`src/rtl/ram_port_arbiter_if.sv`:
```
// One requester port of ram_port_arbiter: request/lock/write bundle in, grant and read return out.
// master = requester side, slave = arbiter side.
interface ram_port_arbiter_if #(
    parameter int AW = 8,
    parameter int DW = 8
);
    logic          req;
    logic          lock;
    logic          we;
    logic [AW-1:0] addr;
    logic [DW-1:0] wdata;
    logic          gnt;
    logic          rvalid;
    logic [DW-1:0] rdata;

    modport master (output req, lock, we, addr, wdata, input gnt, rvalid, rdata);
    modport slave  (input req, lock, we, addr, wdata, output gnt, rvalid, rdata);
endinterface

```
`src/rtl/ram_port_arbiter.sv`:
```
// Two-port arbiter in front of the single-port 8-bit RAM: bus locking, 1-cycle read return,
// fixed priority with a port-1 starvation guard, or round-robin when ARB_RR_EN is defined.
module ram_port_arbiter #(
    parameter int AW = 8,
    parameter int DW = 8
`ifndef ARB_RR_EN
    ,
    parameter int MAX_WAIT = 4
`endif
) (
    input  logic                clk,
    input  logic                rst,
    ram_port_arbiter_if.slave   p0,
    ram_port_arbiter_if.slave   p1,
    output logic [AW-1:0]       ram_addr,
    output logic [DW-1:0]       ram_data,
    output logic                ram_rden,
    output logic                ram_wren,
    input  logic [DW-1:0]       ram_q,
    output logic [1:0]          owner
);

    typedef enum logic [1:0] {
        OWN_NONE = 2'b00,
        OWN_P0   = 2'b01,
        OWN_P1   = 2'b10
    } owner_e;

    owner_e owner_q, owner_d;
    logic   g0, g1;
    logic   rvalid0_q, rvalid1_q;
    logic   rvalid0, rvalid1;

`ifdef ARB_RR_EN
    logic ptr_q, ptr_d;
`else
    localparam logic [3:0] WAIT_MAX = 4'(MAX_WAIT);
    logic [3:0] wait_q, wait_d;
`endif

    // A held lock is checked against the live lock input, so a dropped lock frees the bus this cycle.
    always_comb begin
        // NOTE: every output of this block gets a default first, so no path can infer a latch.
        g0      = 1'b0;
        g1      = 1'b0;
        owner_d = owner_q;
`ifdef ARB_RR_EN
        ptr_d   = ptr_q;
`endif
        if (rst) begin
            g0 = 1'b0;
            g1 = 1'b0;
        end else if (owner_q == OWN_P0 && p0.lock) begin
            g0 = p0.req;
        end else if (owner_q == OWN_P1 && p1.lock) begin
            g1 = p1.req;
        end else begin
            if (p0.req && p1.req) begin
`ifdef ARB_RR_EN
                g0    = ~ptr_q;
                g1    = ptr_q;
                ptr_d = ~ptr_q;
`else
                if (wait_q == WAIT_MAX) g1 = 1'b1;
                else                    g0 = 1'b1;
`endif
            end else begin
                g0 = p0.req;
                g1 = p1.req;
            end
            if (g0 && p0.lock)      owner_d = OWN_P0;
            else if (g1 && p1.lock) owner_d = OWN_P1;
            else                    owner_d = OWN_NONE;
        end
    end

`ifndef ARB_RR_EN
    // Counts refused port-1 cycles, saturating so the guard stays armed until port 1 wins.
    always_comb begin
        wait_d = wait_q;
        if (!p1.req || g1)          wait_d = '0;
        else if (wait_q != WAIT_MAX) wait_d = wait_q + 4'd1;
    end
`endif

    // NOTE: state registers use non-blocking assignments so every flop samples pre-edge values.
    always_ff @(posedge clk) begin
        if (rst) begin
            owner_q   <= OWN_NONE;
            rvalid0_q <= 1'b0;
            rvalid1_q <= 1'b0;
`ifdef ARB_RR_EN
            ptr_q     <= 1'b0;
`else
            wait_q    <= '0;
`endif
        end else begin
            owner_q   <= owner_d;
            rvalid0_q <= g0 & ~p0.we;
            rvalid1_q <= g1 & ~p1.we;
`ifdef ARB_RR_EN
            ptr_q     <= ptr_d;
`else
            wait_q    <= wait_d;
`endif
        end
    end

    always_comb begin
        ram_addr = '0;
        ram_data = '0;
        ram_rden = 1'b0;
        ram_wren = 1'b0;
        if (g0) begin
            ram_addr = p0.addr;
            ram_data = p0.wdata;
            ram_rden = ~p0.we;
            ram_wren = p0.we;
        end else if (g1) begin
            ram_addr = p1.addr;
            ram_data = p1.wdata;
            ram_rden = ~p1.we;
            ram_wren = p1.we;
        end
    end

    // Gating with rst hides a read granted just before reset.
    assign rvalid0   = rvalid0_q & ~rst;
    assign rvalid1   = rvalid1_q & ~rst;

    assign p0.gnt    = g0;
    assign p1.gnt    = g1;
    assign p0.rvalid = rvalid0;
    assign p1.rvalid = rvalid1;
    assign p0.rdata  = rvalid0 ? ram_q : '0;
    assign p1.rdata  = rvalid1 ? ram_q : '0;
    assign owner     = owner_q;

endmodule

```
`src/flat_wrapper.sv`:
```
// flat-port wrapper written by rule: the top's interface ports become plain ports
module ram_port_arbiter_flat 
#(
    parameter int AW = 8,
    parameter int DW = 8

    ,
    parameter int MAX_WAIT = 4

)
  (clk, rst, ram_addr, ram_data, ram_rden, ram_wren, ram_q, owner, p0_req, p0_lock, p0_we, p0_addr, p0_wdata, p0_gnt, p0_rvalid, p0_rdata, p1_req, p1_lock, p1_we, p1_addr, p1_wdata, p1_gnt, p1_rvalid, p1_rdata);
  ram_port_arbiter_if #(.AW(AW), .DW(DW)) p0_i ();
  ram_port_arbiter_if #(.AW(AW), .DW(DW)) p1_i ();
  input  logic clk;
  input  logic rst;
  output logic [AW-1:0] ram_addr;
  output logic [DW-1:0] ram_data;
  output logic ram_rden;
  output logic ram_wren;
  input  logic [DW-1:0] ram_q;
  output logic [1:0] owner;
  input wire logic [$bits(p0_i.req)-1:0] p0_req;
  input wire logic [$bits(p0_i.lock)-1:0] p0_lock;
  input wire logic [$bits(p0_i.we)-1:0] p0_we;
  input wire logic [$bits(p0_i.addr)-1:0] p0_addr;
  input wire logic [$bits(p0_i.wdata)-1:0] p0_wdata;
  output wire logic [$bits(p0_i.gnt)-1:0] p0_gnt;
  output wire logic [$bits(p0_i.rvalid)-1:0] p0_rvalid;
  output wire logic [$bits(p0_i.rdata)-1:0] p0_rdata;
  input wire logic [$bits(p1_i.req)-1:0] p1_req;
  input wire logic [$bits(p1_i.lock)-1:0] p1_lock;
  input wire logic [$bits(p1_i.we)-1:0] p1_we;
  input wire logic [$bits(p1_i.addr)-1:0] p1_addr;
  input wire logic [$bits(p1_i.wdata)-1:0] p1_wdata;
  output wire logic [$bits(p1_i.gnt)-1:0] p1_gnt;
  output wire logic [$bits(p1_i.rvalid)-1:0] p1_rvalid;
  output wire logic [$bits(p1_i.rdata)-1:0] p1_rdata;
  assign p0_i.req = p0_req;
  assign p0_i.lock = p0_lock;
  assign p0_i.we = p0_we;
  assign p0_i.addr = p0_addr;
  assign p0_i.wdata = p0_wdata;
  assign p0_gnt = p0_i.gnt;
  assign p0_rvalid = p0_i.rvalid;
  assign p0_rdata = p0_i.rdata;
  assign p1_i.req = p1_req;
  assign p1_i.lock = p1_lock;
  assign p1_i.we = p1_we;
  assign p1_i.addr = p1_addr;
  assign p1_i.wdata = p1_wdata;
  assign p1_gnt = p1_i.gnt;
  assign p1_rvalid = p1_i.rvalid;
  assign p1_rdata = p1_i.rdata;
  ram_port_arbiter #(.AW(AW), .DW(DW), .MAX_WAIT(MAX_WAIT)) u_core (.clk(clk), .rst(rst), .p0(p0_i), .p1(p1_i), .ram_addr(ram_addr), .ram_data(ram_data), .ram_rden(ram_rden), .ram_wren(ram_wren), .ram_q(ram_q), .owner(owner));
endmodule
```
`config.mk`:
```
export PLATFORM = sky130hd
export DESIGN_NAME = ram_port_arbiter_flat
export DESIGN_NICKNAME = d
export VERILOG_FILES = /design/src/rtl/ram_port_arbiter_if.sv /design/src/rtl/ram_port_arbiter.sv /design/src/flat_wrapper.sv
export SDC_FILE = /design/constraint.sdc
export NUM_CORES = 1
export LEC_CHECK = 0
export ABC_AREA = 1
export CAP_MARGIN = 20
export CORE_ASPECT_RATIO = 0.6
export CORE_MARGIN = 2
export CORE_UTILIZATION = 33
export DETAILED_ROUTE_END_ITERATION = 8
export PLACE_DENSITY_LB_ADDON = 0.08
export SYNTH_ARGS = -nofsm -noshare
export SYNTH_HDL_FRONTEND = slang
export SYNTH_SLANG_ARGS = --single-unit
```
`constraint.sdc`:
```
create_clock -name clk -period 3.45 [get_ports clk]
set_clock_uncertainty 0.05 [all_clocks]
set_input_delay 0.8625 -clock clk [delete_from_list [all_inputs] [get_ports clk]]
set_output_delay 0.8625 -clock clk [all_outputs]
set_load 0.03 [all_outputs]
```
[Word-level counts from Yosys, hierarchy flattened]
Cells that the tools add are included.
Word-level totals
  register bits after elaboration: 8
  bits of input ports: 48
  word-level logic and storage cells: 55
  output and inout bits: 40
Cells by class
  reductions and logical operators: 9
  add/subtract/negate cells: 1
  eq/ne operators: 4
  mux-type cells: 28
  bitwise operators: 9
Operator list (number)
  2-to-1 mux 8 bit: 6
  2-to-1 mux 1 bit: 20
  logical AND 1 bit: 5
  inverter 1 bit: 5
  adder 4 x 1 -> 4 bit (second input constant): 1
  bitwise AND 1 bit: 4
  == test 4 x 3 -> 1 bit (second input constant): 1
  2-to-1 mux 2 bit: 2
  inequality test 4 x 3 -> 1 bit (second input constant): 1
  == test 2 x 1 -> 1 bit (second input constant): 1
  == test 2 bit (second input constant): 1
  AND reduction 2 bit: 1
  OR reduction 2 bit: 1
  zero test 1 bit: 1
  logical OR 1 bit: 1

[Logic depth before layout (Yosys ltp)]
  depth after elaboration: 11
  mapped depth: 10

[Worst setup path after synthesis]
OpenSTA, ideal clock, no wires.
  path type: input port to output port
  start: in p0_lock
  end: out ram_addr[5]
  data required time: 2.538 ns
  arrival time: 1.637 ns
  cell stages on the path: 7
  buffers on the path: 1
  slack: 0.900 ns
  cell sequence: nand2_1 > nor2_1 > inv_1 > nand2_4 > buf_6 > nand3_2 > nand2_2
On the way
  word-level cells in the longest chain between the ends: 5
Ends and longest elaborated chain
  start, declared: line flat_wrapper.sv:23  | input wire logic [$bits(p0_i.lock)-1:0] p0_lock;
  logical AND 1 bit (*): line ram_port_arbiter.sv:53  | end else if (owner_q == OWN_P0 && p0.lock) begin
  2-to-1 mux 1 bit: line ram_port_arbiter.sv:53
  2-to-1 mux 1 bit: line ram_port_arbiter.sv:50  | if (rst) begin
  2-to-1 mux 8 bit: line ram_port_arbiter.sv:119  | end else if (g1) begin
  2-to-1 mux 8 bit (*): line ram_port_arbiter.sv:114  | if (g0) begin
  end, declared: line flat_wrapper.sv:16  | output logic [AW-1:0] ram_addr;
Mark *: on every way between the ends. The rest lies on a longest branch, timed or not.

[Final worst setup path]
  start: in rst
  end: out p1_rdata[4]
On the way
  word-level cells in the longest chain between the ends: 3
Ends and longest elaborated chain
  start, declared: line flat_wrapper.sv:15  | input logic rst;
  inverter 1 bit: line ram_port_arbiter.sv:129  | assign rvalid1 = rvalid1_q & ~rst;
  bitwise AND 1 bit: line ram_port_arbiter.sv:129
  2-to-1 mux 8 bit: line ram_port_arbiter.sv:136  | assign p1.rdata = rvalid1 ? ram_q : '0;
  end, declared: line flat_wrapper.sv:37  | output wire logic [$bits(p1_i.rdata)-1:0] p1_rdata;
Every way passes these cells.

==> impl_metrics.ini <==
[finish]
final_nets = 288
final_area_um2 = 1830
fillerInstances = 206
drive_above_1_share_pct = 27.5
antenna_cells = 0
syn_to_final_growth_pct = 97.3
seqCellArea_um2 = 160
finalNonFillerCells = 268
multi_input_area_um2 = 621

[worst_setup_path]
crit_slowest_cell = clkdlybuf4s50_1
cp.required_ns = 2.54
r2r_cells = 9
crit_chain = clkdlybuf4s50_1 -> inv_2 -> nand2_1 -> nor2_1 -> clkdlybuf4s50_1
critPathMostFrequentCell = clkdlybuf4s50_1
slowest_delay_ns = 0.69
end_kind = output port
path_class = in -> out
worst_setup_path_start_kind = input pin
cp_max_fo = 9
worstPathArrival_ns = 2.47

[synth]
synth_ff_type = dfxtp_1
syn_avg_cell_area_um2 = 6.28
synth_cells = 148
synth_area_leaders = dfxtp_1, nand2_2, nand3_2, nand2_1, inv_1
ys_types = 19
syn-num-nets = 198
synth_top_cell_by_area = dfxtp_1
synth_seq_cells = 8
yosysMostFrequentCell = nand2_1
synth-seq-area-share_pct = 17.2
async_flop_share_pct = 0
netlist_top_cells_count = nand2_1, inv_1, nor2_1
synth_edf_count = 0
synth_top_area_share_pct = 17.2
ys_warn_count = 0
syn-cell-area_um2 = 930

[placed_design]
dp_worst_setup_slack_ns = 0.0319
routabilityCongestion = 0.853
place_inst = 265
hpwlAfterDp_um = 2660
io_buffers = 87
placedInstanceArea_um2 = 1760

[grt]
use_met1_pct = 23.7
grtUsageMet3_pct = 4.24
grt_overflow_total = 0
grt_pass1_wl_um = 4870
use_met2_pct = 34.2
grt_max_degree = 20
grtUsageTotal_pct = 19.2
grt_pass1_vias = 1140
antenna_found_initial = 0
grt_busiest_layer = met2

[drt]
first_pass_iters = 4
first_iter_violations = 34
via_per_inst = 4.47
vias = 1197
postRouteWirelength_um = 3340
remaining_drc_errors = 0
drt.antenna.violating_nets = 0
wl_per_cell_um = 12.5

[min_path]
hold_depth = 2
hp-class = reg -> reg

[clock_tree]
cts_tree = done
clk_path_buf_depth = 2
clk_pin_slew_ns = 0.04
numCtsBuffers = 3
cts_sinks = 8
insertion_delay_ns = 0.23
cts_setup_buffers = 0
clock-root-buffer = clkbuf_8
htree_levels = 1

[pwr]
power.leakage_nw = 1.17
max-vdd-ir-drop_uv = 176
p_per_area_nw_per_um2 = 223

[timing]
slew_headroom_pct = 75.7
setup_violations = 0
worstMarginPinSlew_ns = 0.363
setup_ws_ns = 0.0644
tns_ns = 0
finalHoldViolCount = 0
max_freq_mhz = 295
rsz0062_at_grt = false
fin_crit_ns = 3.39
drv_slew = 0
period_share_pct = 98.1

[floorplan]
dieHeight_um = 45.1
start_util_pct = 35.9
die_area_um2 = 3270
ioPinCount = 88
rows = 14
die_x_um = 72.5
coreArea_um2 = 2590

[flow_run]
cap_viol_max_count = 0

[run_status]
status = complete, no violations
==> logic make-up after synthesis <==
family	count (synthesis)	synth area share [%]
AND/OR/NAND/NOR	102	60.0
buffers and inverters	30	16.0
AO/OA/AOI/OAI	4	2.15
XOR/XNOR	2	1.88
flip-flops	8	17.2
adder cells (fa/ha/maj)	2	2.69
==> final cells by class <==
cell class | instances | share of cell area [%]
Timing Repair Buffer | 88 | 47.2
Multi-Input combinational cell | 110 | 33.8
Sequential cell | 8 | 8.73
Inverter | 27 | 5.80
Clock buffer | 3 | 2.25
Tap cell | 32 | 2.18
==> where the power goes <==
group,switching [mW],internal [mW],total [mW]
Clock,0.0374,0.0756,0.113
Combinational,0.103,0.0944,0.197
Sequential,0.00277,0.0963,0.0990
==> final timing paths <==
kind | startpoint | end | slack (ns)
max | rst | p1_rdata[4] | 0.06
min | u_core.owner[1]$_SDFFE_PP0P_ | u_core.owner[1]$_SDFFE_PP0P_ | 0.51
max reg2reg | u_core.wait_q[0]$_SDFFE_PP0P_ | u_core.rvalid0_q$_SDFF_PP0_ | 1.94
min reg2reg | u_core.owner[1]$_SDFFE_PP0P_ | u_core.owner[1]$_SDFFE_PP0P_ | 0.51
==> registers in the layout, indices dropped and copies added, names as in the netlist <==
signal,flops
u_core.owner,2
u_core.rvalid0_q,1
u_core.rvalid1_q,1
u_core.wait_q,4
==> cell usage in the layout, fill, tap and decap left out <==
cell,instances
a21oi_1,2
nand2_1,29
nor2_2,3
inv_6,1
nor2_1,23
inv_2,2
nand3_1,11
nand3_2,11
dlymetal6s2s_1,15
xor2_1,2
clkdlybuf4s50_1,52
nand3_4,1
nand3b_1,1
o21ai_0,2
nand2_2,21
buf_4,21
clkbuf_8,3
dfxtp_1,8
inv_1,24
ha_1,2
nand2_4,2
==> layer usage <==
metal  part of all wire, %  wire length (µm)
met5                     0                 0
met4                   1.2                39
met3                   8.3               277
met2                    46              1530
met1                    45              1490
==> per-stage QoR <==
step                util, %  hold slack (ns)  power (mW)
floorplan                 -            0.500       0.200
global placement       67.7            0.501       0.293
detailed placement     67.7            0.498       0.298
CTS                    69.3            0.516       0.412
global route           70.8            0.553       0.427
finish                 70.8            0.514       0.409
==> what timing repair did <==
action | 4_1_cts | 5_1_grt
hold endpoints to repair | 0 | 0
setup endpoints to repair | 0 | 15
hold buffers | 0 | 0
resized for setup | 0 | 15
==> worst max-delay path, delay by kind of cell <==
| family | cells | cell delay, ns |
|---|---|---|
| AND/OR/NAND/NOR | 2 | 0.33 |
| buffers and inverters | 3 | 1.28 |
No activity file was read; power rests on OpenSTA's default activity.
==> variant 1, RTL diff (same settings) <==
`AW` is set to 8 in 3 places; all go to 9.
--- a/src/rtl/ram_port_arbiter_if.sv
+++ b/src/rtl/ram_port_arbiter_if.sv
@@ -1,7 +1,7 @@
 // One requester port of ram_port_arbiter: request/lock/write bundle in, grant and read return out.
 // master = requester side, slave = arbiter side.
 interface ram_port_arbiter_if #(
-    parameter int AW = 8,
+    parameter int AW = 9,
     parameter int DW = 8
 );
     logic          req;
--- a/src/rtl/ram_port_arbiter.sv
+++ b/src/rtl/ram_port_arbiter.sv
@@ -1,7 +1,7 @@
 // Two-port arbiter in front of the single-port 8-bit RAM: bus locking, 1-cycle read return,
 // fixed priority with a port-1 starvation guard, or round-robin when ARB_RR_EN is defined.
 module ram_port_arbiter #(
-    parameter int AW = 8,
+    parameter int AW = 9,
     parameter int DW = 8
 `ifndef ARB_RR_EN
     ,
--- a/src/flat_wrapper.sv
+++ b/src/flat_wrapper.sv
@@ -1,7 +1,7 @@
 // flat-port wrapper written by rule: the top's interface ports become plain ports
 module ram_port_arbiter_flat 
 #(
-    parameter int AW = 8,
+    parameter int AW = 9,
     parameter int DW = 8
 
     ,
Ports: changed (resized p0_addr, p1_addr and ram_addr); port bits go from 88 to 91. The function was not compared with the original's and may differ.
==> variant 1 against the unedited design <==
Worst hold slack got worse by 0.0042 ns; design area rose by 2.6%; power rose by 3.0%; wire length fell by 2.4%; global-route usage fell by 0.15 points; area after synthesis rose by 1.6%; worst setup slack got worse by 0.0033 ns; clock power rose by 7%; maximum frequency barely moved; first-iteration DRC count fell by 41%; sequential cell count did not move; synthesized cell count rose by 4.1%; critical path type unchanged; largest cell class unchanged.
==> variant 1: results (changes against the unedited design) <==
Parameter                              Value

GRT
  Total Routing Usage GR ... 19.05% (-0.15 points)
  Global-route wire length before repair ... 4864 µm (-0.14%)
  Largest net degree at the start of global routing ... 21 (+5.0%)
  Via count of the first global-routing pass ... 1132 (-0.70%)

Placement
  HPWL Detailed ... 2650 µm (-0.49%)
  Number of buffers inserted by port buffering ... 90 (+3.4%)
  Cell count after placement ... 272 (+2.6%)
  Post-DP Area ... 0.001818 mm² (+3.6%)
  Final Wtd Congestion ... 0.7822 (-8.3%)

Synthesis
  Post-synthesis instance total ... 154 (+4.1%)
  Fraction of the yosys area taken by sequential cells ... 16.95% (-0.27 points)
  Post-Syn Nets ... 206 (+4.0%)
  Complex-gate fraction of the synthesized area ... 2.119% (-0.034 points)
  Largest cells by area after synthesis ... sky130_fd_sc_hd__nand3_2 21%, sky130_fd_sc_hd__nand2_1 18%, sky130_fd_sc_hd__dfxtp_1 17%, sky130_fd_sc_hd__inv_1 9.9%, sky130_fd_sc_hd__nor2_1 9.9%
  Share of synthesized cell area in full adder, half adder and majority cells ... 2.649% (-0.043 points)
  Most common library cells after synthesis ... 46 x sky130_fd_sc_hd__nand2_1, 25 x sky130_fd_sc_hd__inv_1, 25 x sky130_fd_sc_hd__nor2_1, 20 x sky130_fd_sc_hd__nand3_2

Hold path
  Hold path startpoint ... u_core.wait_q[3]
  Hold endpoint ... u_core.wait_q[3]

Route
  Count of vias placed by the detailed router ... 1231 (+2.8%)
  DRT iter0 DRCs ... 20 (-41%)
  Routed length per instance ... 11.86 µm (-4.8%)

Cells and area
  Number of standard cells in the final layout excluding fillers ... 275 (+2.6%)
  Number of fill cells in the layout ... 218 (+5.8%)
  NumNets Final ... 297 (+3.1%)

Outcome
  Outcome ... completed

Power and ir drop
  Sw Ratio ... 35.54% (+0.63 points)
  Leakage component of the power ... 0.001101 µW (-6.0%)
  Maximum resistive drop on vdd ... 0.1648 mV (-6.6%)

Timing
  Slew Limit Headroom ... 77.68% (+1.9 points)
## variant 1: cell types whose count changed after synthesis, moves of 2 or more
cell,before,now
sky130_fd_sc_hd__buf_6,2,4
sky130_fd_sc_hd__nand2_1,29,46
sky130_fd_sc_hd__nand2_4,2,0
sky130_fd_sc_hd__nand2_2,21,8
sky130_fd_sc_hd__nand3_2,11,20
sky130_fd_sc_hd__nand3_1,11,3
sky130_fd_sc_hd__nor2_1,23,25
sky130_fd_sc_hd__nor2_2,3,1
## variant 1: logic make-up (layout without fill, tap and decap cells)
group                      count (synthesis)  in the layout
and+or+nand+nor                          105            105
buffers and inverters                     33            122
DFF                                        8              8
AOI/OAI and AO/OA                          4              4
adders and majority gates                  2              2
xor gates and xnor gates                   2              2
## variant 1: worst register-to-register path, delay by kind of cell (launching register included)
kind | cells | cell delay, ns
flops | 1 | 0.40
simple gates | 4 | 0.45
buf+inv | 3 | 0.25
fa+ha+maj | 1 | 0.23
## variant 1: worst max path at each step
stage / slack (ns) / end / cells after the start / startpoint
2_1_floorplan: 0.85 / ram_addr[6] / 8 / rst
3_3_place_gp: 0.10 / p0_rdata[7] / 5 / rst
3_5_place_dp: 0.03 / p0_rdata[6] / 5 / rst
4_1_cts: 0.03 / p0_rdata[6] / 5 / rst
5_1_grt: 0.007 / p1_rdata[7] / 5 / rst
6_report: 0.06 / p1_rdata[4] / 5 / rst
## variant 1: area by class of cell
type / instances / area, µm² / share of cell area, %
Timing Repair Buffer: 92 / 910.9 / 48.40
Multi-Input combinational cell: 113 / 628.1 / 33.38
Sequential cell: 8 / 160.2 / 8.511
Inverter: 27 / 101.3 / 5.386
Clock buffer: 3 / 41.29 / 2.194
Tap cell: 32 / 40.04 / 2.128
## variant 1: what timing repair did
item	CTS	global route
buffers inserted	0	0
endpoints found under the setup margin	0	9
resized for setup	0	9
## variant 1: routing by layer
metal	track usage, %	wire [µm]
met4	5.185	13
met3	6.416	302
met2	34.41	1610
met5	0	0
met1	21.90	1335
## variant 1: stage by stage
| step | hold WS, ns | util [%] |
|---|---|---|
| CTS | 0.4995 | 71.24 |
| global placement | 0.4841 | 69.65 |
| floorplan | 0.4621 | - |
| detailed placement | 0.4936 | 69.65 |
| finish | 0.5093 | 72.10 |
| global route | 0.5416 | 72.10 |
## variant 1: power by group through the flow
| stage | clock network, µW | registers (µW) | logic (µW) |
|---|---|---|---|
| floorplan | 0 | 102 | 97.4 |
| global placement | 0 | 100 | 198 |
| detailed placement | 0 | 100 | 202 |
| CTS | 125 | 98.6 | 203 |
| global route | 128 | 98.9 | 215 |
| finish | 121 | 98.8 | 201 |
==> variant 2, RTL diff (same flow settings) <==
Made on the original files. Make the reset (`rst`) asynchronous in one clocked block.
--- a/src/rtl/ram_port_arbiter.sv
+++ b/src/rtl/ram_port_arbiter.sv
@@ -84,7 +84,7 @@
 `endif
 
     // NOTE: state registers use non-blocking assignments so every flop samples pre-edge values.
-    always_ff @(posedge clk) begin
+    always_ff @(posedge clk or posedge rst) begin
         if (rst) begin
             owner_q   <= OWN_NONE;
             rvalid0_q <= 1'b0;
Behaviour: differs if rst is asserted again (counterexample within 4 cycles, from zero or initial values and one cycle with rst high); with rst held inactive, the same outputs for 10 cycles.
==> variant 2 against the unedited design <==
Maximum frequency is 7.2% higher; non-clock buffer count rose by 1; first-iteration DRC count down 29%; sequential cell count stayed put; combinational power grew 41%; power increased by 23%; register-to-register slack worse by 0.06 ns; wire length barely moved; area after synthesis increased by 8.2%; die area grew 7.6%; critical path depth up 4; worst hold slack worse by 0.011 ns; worst setup slack better by 0.23 ns; design area grew 0.55%; highest routed layer unchanged.
==> variant 2: results (changes against the unedited design) <==
Parameter                              Value

Hold path
  Hold endpoint ... u_core.owner[1]
  Hold path startpoint ... u_core.owner[1]

Outcome
  Outcome ... completed

Route
  Vias/cell ... 4.527 (+1.3%)
  Final wirelength ... 3339 µm (about the same)
  Post-Route M1 WL ... 1452 µm (-2.7%)
  Metal2 WL ... 1505 µm (-1.7%)
  Wire length on met3 ... 353 µm (+27%)
  DRT iter0 DRCs ... 24 (-29%)

Placement
  HPWL Detailed ... 2775 µm (+4.2%)
  Cell count after placement ... 278 (+4.9%)
  Final Wtd Congestion ... 0.8434 (-1.1%)

Synthesis
  Most common library cells after synthesis ... 28 x sky130_fd_sc_hd__nand3_1, 25 x sky130_fd_sc_hd__nor2_1, 23 x sky130_fd_sc_hd__inv_1, 21 x sky130_fd_sc_hd__nand2_1, 13 x sky130_fd_sc_hd__nand2_2
  Post-Syn Nets ... 201 (+1.5%)
  Number of distinct standard cells referenced by the synthesized netlist ... 22 (+3)
  Share of synthesized registers carrying an async set or reset ... 100.0% (+100 points)
  Largest cells by area after synthesis ... sky130_fd_sc_hd__dfrtp_1 20%, sky130_fd_sc_hd__nand3_1 14%, sky130_fd_sc_hd__nand3_2 10%, sky130_fd_sc_hd__nor2_1 9.3%, sky130_fd_sc_hd__inv_1 8.6%
  Fraction of the yosys area taken by sequential cells ... 19.90% (+2.7 points)
  Post-synthesis instance total ... 151 (+2.0%)

GRT
  Met1 track utilization from global routing ... 24.71% (+0.99 points)
  Met3 track demand over resource ... 6.223% (+2.0 points)
  Global-route wire length before repair ... 5126 µm (+5.2%)
  Met2 usage in global routing ... 32.35% (-1.8 points)

Power and ir drop
  Leakage component of the power ... 0.0009962 µW (-15%)
  Maximum resistive drop on vdd ... 0.2105 mV (+19%)

Critical path
  Reg-to-Reg End ... u_core.wait_q[1]
  Critical path arrival ... 2.25 ns (-0.22 ns)
  Maximum fanout along the worst path ... 19 (+10)
  Worst R2R Start ... u_core.wait_q[0]

Timing
  Slew Limit Headroom ... 79.16% (+3.4 points)
  Final Hold Slack ... 0.5025 ns (-0.01103 ns)

Cells and area
  FF+latch area ... 200.2 µm² (+25%)
  NumNets Final ... 291 (+1.0%)
  Number of fill cells in the layout ... 286 (+39%)
  Share of final-layout standard cells stronger than drive strength 1 ... 31.38% (+3.8 points)
## variant 2: power breakdown
group	switching (µW)	total (µW)	internal, µW	leakage (µW)
Combinational	156	278	121	0.000868
Sequential	11.0	115	104	0.000107
Clock	36.4	112	75.5	0.0000216
Total	204	505	301	0.000996
## variant 2: critical path, cell delays in order
cell	delay [ns]
sky130_fd_sc_hd__clkdlybuf4s50_1	0.53
sky130_fd_sc_hd__nand2_1	0.07
sky130_fd_sc_hd__inv_1	0.11
sky130_fd_sc_hd__nand2_2	0.08
sky130_fd_sc_hd__nand2_2	0.07
sky130_fd_sc_hd__nand2_4	0.16
sky130_fd_sc_hd__nand3_1	0.14
sky130_fd_sc_hd__nand2_1	0.06
sky130_fd_sc_hd__buf_4	0.16
## variant 2: layout make-up
cell class	instances	share of cell area (%)
well taps	42	2.849
inverters	25	5.088
repair buffers	89	42.88
flip-flops and latches	8	10.85
multi-input cells	114	36.09
clock buffers	3	2.239
## variant 2: worst max-delay path by stage
| stage | from | slack, ns | depth (start not counted) | end |
|---|---|---|---|---|
| 2_1_floorplan | rst | 0.83 | 6 | ram_addr[4] |
| 3_3_place_gp | p0_req | 0.31 | 9 | ram_rden |
| 3_5_place_dp | p0_req | 0.28 | 9 | ram_rden |
| 4_1_cts | p0_req | 0.27 | 9 | ram_rden |
| 5_1_grt | p0_req | 0.19 | 9 | ram_rden |
| 6_report | p0_req | 0.29 | 9 | ram_rden |
## variant 2: cells by family (layout without fill, tap and decap cells)
family	after synthesis	after routing	synth area share, %
compound gates	4	4	1.989
xor+xnor	2	2	1.742
fa+ha+maj	2	2	2.487
buf+inv	29	117	13.93
flops	8	8	19.90
simple gates	106	106	59.95
